`config.mk`:
```
export PLATFORM = sky130hd
export DESIGN_NAME = cla_nibble_sequencer_flat
export DESIGN_NICKNAME = d
export VERILOG_FILES = /design/src/rtl/cla_nibble_sequencer_if.sv /design/src/rtl/cla_nibble_sequencer.sv /design/src/flat_wrapper.sv
export SDC_FILE = /design/constraint.sdc
export NUM_CORES = 1
export LEC_CHECK = 0
export ABC_AREA = 1
export CAP_MARGIN = 15
export CORE_ASPECT_RATIO = 0.7
export CORE_MARGIN = 2
export CORE_UTILIZATION = 53
export CTS_CLUSTER_DIAMETER = 80
export DETAILED_ROUTE_END_ITERATION = 12
export PLACE_DENSITY = 0.84
export SLEW_MARGIN = 20
export SYNTH_ARGS = -nofsm -noshare
export SYNTH_HDL_FRONTEND = slang
export SYNTH_SLANG_ARGS = --single-unit
```
`constraint.sdc`:
```
create_clock -name clk -period 2.8 [get_ports clk]
set_input_delay 0.28 -clock clk [delete_from_list [all_inputs] [get_ports clk]]
set_output_delay 0.28 -clock clk [all_outputs]
set_load 0.05 [all_outputs]
```
`src/rtl/cla_nibble_sequencer_if.sv`:
```
// Handshake bundle for cla_nibble_sequencer: operand request channel and result channel.
// master drives operands and out_ready; slave is the sequencer.
interface cla_nibble_sequencer_if #(
  parameter int unsigned NIBBLES = 4
);
  localparam int unsigned W = 4 * NIBBLES;

  logic         in_valid;
  logic         in_ready;
  logic [W-1:0] in_a;
  logic [W-1:0] in_b;
  logic         in_cin;
  logic         out_valid;
  logic         out_ready;
  logic [W-1:0] out_sum;
  logic         out_cout;

  modport master (
    output in_valid, in_a, in_b, in_cin, out_ready,
    input  in_ready, out_valid, out_sum, out_cout
  );

  modport slave (
    input  in_valid, in_a, in_b, in_cin, out_ready,
    output in_ready, out_valid, out_sum, out_cout
  );
endinterface

```
`src/rtl/cla_nibble_sequencer.sv`:
```
// Multi-cycle wide adder: feeds one nibble per cycle, LSB first, through a 4-bit
// carry-lookahead slice, chaining the carry and assembling the sum in a shift register.
module cla_nibble_sequencer #(
  parameter int unsigned NIBBLES = 4
) (
  input  logic                   clk,
  input  logic                   rst_n,
  cla_nibble_sequencer_if.slave  bus,
  output logic                   busy
);
  localparam int unsigned W  = 4 * NIBBLES;
  localparam int unsigned IW = (NIBBLES > 1) ? $clog2(NIBBLES) : 1;
  localparam logic [IW-1:0] LAST_IDX = IW'(NIBBLES - 1);

  typedef enum logic [1:0] {
    IDLE,
    RUN,
    DONE
  } state_e;

  state_e        state_q, state_d;
  logic [W-1:0]  a_q, a_d;
  logic [W-1:0]  b_q, b_d;
  logic [W-1:0]  res_q, res_d;
  logic          carry_q, carry_d;
  logic [IW-1:0] idx_q, idx_d;
  logic          in_ready_q, in_ready_d;
  logic          out_valid_q, out_valid_d;
  logic          busy_q, busy_d;

  logic [3:0]    p, g, slice_sum;
  logic [4:0]    c;

  // Lookahead carries are flattened sum-of-products terms, not a ripple chain.
  always_comb begin
    p    = a_q[3:0] ^ b_q[3:0];
    g    = a_q[3:0] & b_q[3:0];
    c[0] = carry_q;
    c[1] = g[0] | (p[0] & c[0]);
    c[2] = g[1] | (p[1] & g[0]) | (p[1] & p[0] & c[0]);
    c[3] = g[2] | (p[2] & g[1]) | (p[2] & p[1] & g[0]) | (p[2] & p[1] & p[0] & c[0]);
    c[4] = g[3] | (p[3] & g[2]) | (p[3] & p[2] & g[1]) | (p[3] & p[2] & p[1] & g[0])
         | (p[3] & p[2] & p[1] & p[0] & c[0]);
    slice_sum = p ^ c[3:0];
  end

  always_comb begin
    state_d     = state_q;
    a_d         = a_q;
    b_d         = b_q;
    res_d       = res_q;
    carry_d     = carry_q;
    idx_d       = idx_q;
    in_ready_d  = in_ready_q;
    out_valid_d = out_valid_q;
    busy_d      = busy_q;
    unique case (state_q)
      IDLE: begin
        if (bus.in_valid) begin
          a_d        = bus.in_a;
          b_d        = bus.in_b;
          carry_d    = bus.in_cin;
          idx_d      = '0;
          res_d      = '0;
          state_d    = RUN;
          in_ready_d = 1'b0;
          busy_d     = 1'b1;
        end
      end
      RUN: begin
        // Shift-based insertion keeps this legal when W == 4.
        res_d   = (res_q >> 4) | (W'(slice_sum) << (W - 4));
        a_d     = a_q >> 4;
        b_d     = b_q >> 4;
        carry_d = c[4];
        idx_d   = idx_q + 1'b1;
        if (idx_q == LAST_IDX) begin
          state_d     = DONE;
          out_valid_d = 1'b1;
        end
      end
      DONE: begin
        if (bus.out_ready) begin
          state_d     = IDLE;
          out_valid_d = 1'b0;
          in_ready_d  = 1'b1;
          busy_d      = 1'b0;
        end
      end
      default: begin
        state_d     = IDLE;
        in_ready_d  = 1'b1;
        out_valid_d = 1'b0;
        busy_d      = 1'b0;
      end
    endcase
  end

  always_ff @(posedge clk or negedge rst_n) begin
    if (!rst_n) begin
      state_q     <= IDLE;
      a_q         <= '0;
      b_q         <= '0;
      res_q       <= '0;
      carry_q     <= 1'b0;
      idx_q       <= '0;
      in_ready_q  <= 1'b1;
      out_valid_q <= 1'b0;
      busy_q      <= 1'b0;
    end else begin
      state_q     <= state_d;
      a_q         <= a_d;
      b_q         <= b_d;
      res_q       <= res_d;
      carry_q     <= carry_d;
      idx_q       <= idx_d;
      in_ready_q  <= in_ready_d;
      out_valid_q <= out_valid_d;
      busy_q      <= busy_d;
    end
  end

  assign bus.in_ready  = in_ready_q;
  assign bus.out_valid = out_valid_q;
  assign bus.out_sum   = res_q;
  assign bus.out_cout  = carry_q;
  assign busy          = busy_q;
endmodule
```
`src/flat_wrapper.sv`:
```
// flat-port wrapper written by rule: the top's interface ports become plain ports
module cla_nibble_sequencer_flat 
#(
  parameter int unsigned NIBBLES = 4
)
  (clk, rst_n, busy, bus_in_valid, bus_in_a, bus_in_b, bus_in_cin, bus_out_ready, bus_in_ready, bus_out_valid, bus_out_sum, bus_out_cout);
  cla_nibble_sequencer_if #(.NIBBLES(NIBBLES)) bus_i ();
  input  logic clk;
  input  logic rst_n;
  output logic busy;
  input wire logic [$bits(bus_i.in_valid)-1:0] bus_in_valid;
  input wire logic [$bits(bus_i.in_a)-1:0] bus_in_a;
  input wire logic [$bits(bus_i.in_b)-1:0] bus_in_b;
  input wire logic [$bits(bus_i.in_cin)-1:0] bus_in_cin;
  input wire logic [$bits(bus_i.out_ready)-1:0] bus_out_ready;
  output wire logic [$bits(bus_i.in_ready)-1:0] bus_in_ready;
  output wire logic [$bits(bus_i.out_valid)-1:0] bus_out_valid;
  output wire logic [$bits(bus_i.out_sum)-1:0] bus_out_sum;
  output wire logic [$bits(bus_i.out_cout)-1:0] bus_out_cout;
  assign bus_i.in_valid = bus_in_valid;
  assign bus_i.in_a = bus_in_a;
  assign bus_i.in_b = bus_in_b;
  assign bus_i.in_cin = bus_in_cin;
  assign bus_i.out_ready = bus_out_ready;
  assign bus_in_ready = bus_i.in_ready;
  assign bus_out_valid = bus_i.out_valid;
  assign bus_out_sum = bus_i.out_sum;
  assign bus_out_cout = bus_i.out_cout;
  cla_nibble_sequencer #(.NIBBLES(NIBBLES)) u_core (.clk(clk), .rst_n(rst_n), .bus(bus_i), .busy(busy));
endmodule
```
# Word level (Yosys, flattened, before mapping)
# Index checks and enable logic that the tools add are counted.
# op_classes
n_addsub,1
multipliers,0
n_div,0
order_cmp,0
n_eq_ne,6
shifts,0
n_mux,22
bitwise_logic,32
n_reduce_logical,6
# ops
cell,count
case mux 16 bit (2 select lines),3
two-way mux 16 bit,3
AND 1 bit,16
bitwise OR 12 x 16 -> 16 bit,1
bitwise OR 1 bit,10
case mux 1 bit (3 select lines),3
AND reduction 3 bit,3
two-way mux 2 bit,4
XOR 4 bit,2
two-way mux 1 bit,6
case mux 2 bit (3 select lines),1
AND 4 bit,1
"equality test 2 bit, second input constant",2
"inequality test 2 bit, second input constant",2
case mux 2 bit (2 select lines),1
"adder 2 x 1 -> 2 bit, second input constant",1
"equality test 2 x 1 -> 1 bit, second input constant",1
zero test 2 bit,1
"inequality test 2 x 1 -> 1 bit, second input constant",1
inverter 1 bit,2
case mux 1 bit (2 select lines),1
AND reduction 2 bit,1
nonzero test 2 bit,1
# totals
reg_bits,56
latchBits,0
ram_bits,0
rom_bits,0
in_bits,37
output_inout_bits,20
word_cells,76
mem_count,0

# Logic depth before layout (Yosys ltp)
# logic_depth
ltp_word,8
mapped_depth,8

# Worst setup path after synthesis
# Ideal clock, no wire load.
# synth_timing
path_type,register to register
from,"reg u_core.carry_q, in the netlist u_core.bus.out_cout"
to,"reg u_core.res_q[13], in the netlist u_core.bus.out_sum[13]"
setup_time_ns,0.140
t_arrival_ns,1.305
required_ns,2.660
slack_ns,1.355
stages_incl_launch_ff,4
path_buffers,0
synth_period_minus_slack_ns,1.445
path_cell_list,dfrtp_1 -> fa_1 -> xnor2_1 -> o22ai_1
# synth_via
elab_chain_len,5
# synth_rtl
element,line,text
"start, declared",cla_nibble_sequencer.sv:25,"logic carry_q, carry_d;"
"start signal, assigned",cla_nibble_sequencer.sv:115,carry_q <= carry_d;
AND 1 bit,cla_nibble_sequencer.sv:39,c[1] = g[0] | (p[0] & c[0]);
bitwise OR 1 bit,cla_nibble_sequencer.sv:39,
XOR 4 bit,cla_nibble_sequencer.sv:44,slice_sum = p ^ c[3:0];
bitwise OR 12 x 16 -> 16 bit,cla_nibble_sequencer.sv:72,res_d = (res_q >> 4) | (W'(slice_sum) << (W - 4));
case mux 16 bit (2 select lines),cla_nibble_sequencer.sv:57,unique case (state_q)
"end signal, assigned",cla_nibble_sequencer.sv:114,res_q <= res_d;
"end, declared",cla_nibble_sequencer.sv:24,"logic [W-1:0] res_q, res_d;"
# No other way between the ends.
# A chain may end at the register's enable or synchronous reset.

# Final worst setup path
# layout_timing
from,reg u_core.state_q[0]
to,"reg u_core.carry_q, in the netlist u_core.bus.out_cout"
# layout_via
elab_chain_len,3
word_cells_on_any_way,6
classes_between,2 x eq/ne; 1 x mux; 3 x reduce/logical
# layout_rtl
element,line,text
"start, declared",cla_nibble_sequencer.sv:21,"state_e state_q, state_d;"
"start signal, assigned",cla_nibble_sequencer.sv:111,state_q <= state_d;
equality test 2 x 1 -> 1 bit / zero test 2 bit (equally long branches),cla_nibble_sequencer.sv:57,
nonzero test 2 bit (no source line) / inequality test 2 bit (equally long branches),--,
AND reduction 2 bit (no source line),--,
# Parallel ways exist; a longest one is shown, timed or not.

==> metrics.cfg <==
[setup_path]
crit_family = simple AND/OR/NAND/NOR gates
path_max_fanout = 41
crit_path_end_kind = register
startpoint_type = register
crit_top_cell = nand2_1
crit_slowest_cell = inv_2
r2r.worst_path.cells = 6
r2r_start = u_core.state_q[0]
cp_data_required_time_ps = 3010
critPathBufInv = 1
worstPathCellList = nand2_2 -> nand2_4 -> inv_2 -> nor2_1 -> nand2_1 -> nand2_1
critical_path_class = reg2reg
worstPathArrival_ps = 2150
r2r-end = u_core.bus.out_cout
worst-r2r-setup-slack_ps = 870
critPathMaxStageDelay_ps = 580

[pwr]
leakage_nw = 1.44
power_density_nw_per_um2 = 1300
vdd_ir_drop_max_mv = 1.08
total_power_mw = 4.16

[sta]
slew_headroom = 0.560
worst_pin_slew_ps = 659
hold_slack_ps = 483
setup_tns_ps = 0
fin_crit_ps = 1930
skew_ps = 8.56
setup_viol = 0
rsz0062_at_grt = false
setup_slack_ps = 866
hold_viol = 0
period_share = 0.691
fmax_mhz = 517
drv_slew = 0

[detailed_routing]
drcViolationCount = 0
wl_per_cell_um = 13.9
routed_wirelength_um = 5360
vias = 2085
firstDrtPassIters = 4
drtIter0Drc = 119
viasPerCell = 5.40
ant_nets = 0

[clocking]
clock-sinks = 56
htreeDepth = 2
clk_pin_slew_ps = 100
cts_root_buffer = clkbuf_8
cts_tree = done
worstSkewPairLatency_ps = 310
cts_max_path_buffers = 2
numCtsBuffers = 5
post_cts_buffers = 0

[synthesis]
yosysWarnings = 0
synth_nets = 321
synthCells = 277
synth_commonest_cells = dfrtp_1, nand2_1, nor2_1, o21ai_0, o21ai_1
ys_seq_elements = 56
synth_sequential_area_ratio = 0.561
synthArstFlopShare = 1.00
yosys.area.top_type_share = 0.551
syn_area_per_cell_um2 = 9.02
yosys.area.top_type = dfrtp_1
synth.distinct_cells = 24
synthFlopType = dfrtp_1
netlist_top_cells_area = dfrtp_1, nand2_1, o21ai_0
netlist_area_um2 = 2500
synth-edff-count = 0

[floorplan]
die_w_um = 86.1
fp.dieH_um = 61.5
rows = 20
design.die.area_um2 = 5290
start_util = 0.564
coreArea_um2 = 4430
io_pins = 57

[min_path]
holdPathStages = 1
holdPathEnd = u_core.idx_q[0]
hp-class = reg2reg
min_from = u_core.idx_q[0]

[place]
pre_cts_ws_ps = 801
globalplace.congestion = 0.904
io_buffers = 56
dp_hpwl_um = 3590

[global_routing]
grt_pass1_vias = 1926
grt_pass1_wl_um = 8680
grtUsageTotal = 0.217
antenna_found_initial = 0
grt-ovfl-total = 0
grt_start_max_net_pins = 49

[cells_and_area]
synthToLayoutAreaGrowth_pct = 27.9
finalNetCount = 374
num_antenna_cells = 0
utilization = 0.722
final_layout_size_suffix_gt1_frac = 0.0574

[run_status]
status = finished clean

[flow_run]
cap_viol_max_count = 0

[layout make-up]
class                           count  area [µm²]
Clock inverter                      1        30.0
Inverter                           21        78.8
Timing Repair Buffer               59         583
Multi-Input combinational cell    187         938
Fill cell                         356        1230
Clock buffer                        7        96.3
Tap cell                           55        68.8
Sequential cell                    56        1400
[power breakdown]
group / internal, mW / total (mW) / switching (mW) / leakage, nW
clock: 0.316 / 0.574 / 0.258 / 0.0645
combinational: 0.727 / 2.15 / 1.42 / 0.668
sequential: 1.19 / 1.43 / 0.241 / 0.710
[layout by cell type, fill, tap and decap left out, drive strengths merged, types with 3 or more instances in the layout]
master and instances:
a21oi 3, a22o 9, buf 3, clkbuf 7
clkdlybuf4s50 55, dfrtp 55, ha 6, inv 21
nand2 57, nand3 6, nor2 38, o21ai 57
o22ai 7
[routing by layer]
metal  track usage  up-vias  routed length (µm)
met4        0.0907        0                  78
met5             0        -                   0
met1         0.294      996                2510
met2         0.343       61                2460
met3        0.0550        9                 316
li1              -     1019                   -
[sequential cells by signal, summed over array words and instances (netlist names)]
signal	flops
u_core.bus.out_valid	1
u_core.bus.out_cout	1
u_core.busy	1
u_core.idx_q	2
u_core.bus.in_ready	1
u_core.a_q	16
u_core.b_q	16
u_core.state_q	2
u_core.bus.out_sum	16
[how the worst max path moves through the flow]
stage / start / slack (ps) / depth (start not counted) / to
floorplan: u_core.bus.out_cout / 1360 / 3 / u_core.bus.out_sum[13]
global route: u_core.state_q[0] / 690 / 6 / u_core.bus.out_cout
global placement: bus_in_valid / 840 / 7 / u_core.bus.out_cout
finish: u_core.state_q[0] / 870 / 6 / u_core.bus.out_cout
detailed placement: bus_in_valid / 800 / 7 / u_core.bus.out_cout
CTS: u_core.state_q[0] / 840 / 6 / u_core.bus.out_cout
[cells by family after synthesis]
group,share of synthesized area
AOI/OAI and AO/OA,0.169
xor gates and xnor gates,0.00350
adders and majority gates,0.0380
buffers and inverters,0.0636
DFF,0.561
and+or+nand+nor,0.165
[through the flow]
step           cells  cell area, µm²
3_3_place_gp     377            3060
2_1_floorplan    277            2500
4_1_cts          385            3190
5_1_grt          386            3200
6_report         386            3200
3_5_place_dp     377            3060
[repair_timing]
item / 4_1_cts / 5_1_grt
hold buffers: 0 / 1
resized for setup: 0 / 0
endpoints found under the hold margin: 0 / 2
(Power assumes the default switching activity.)
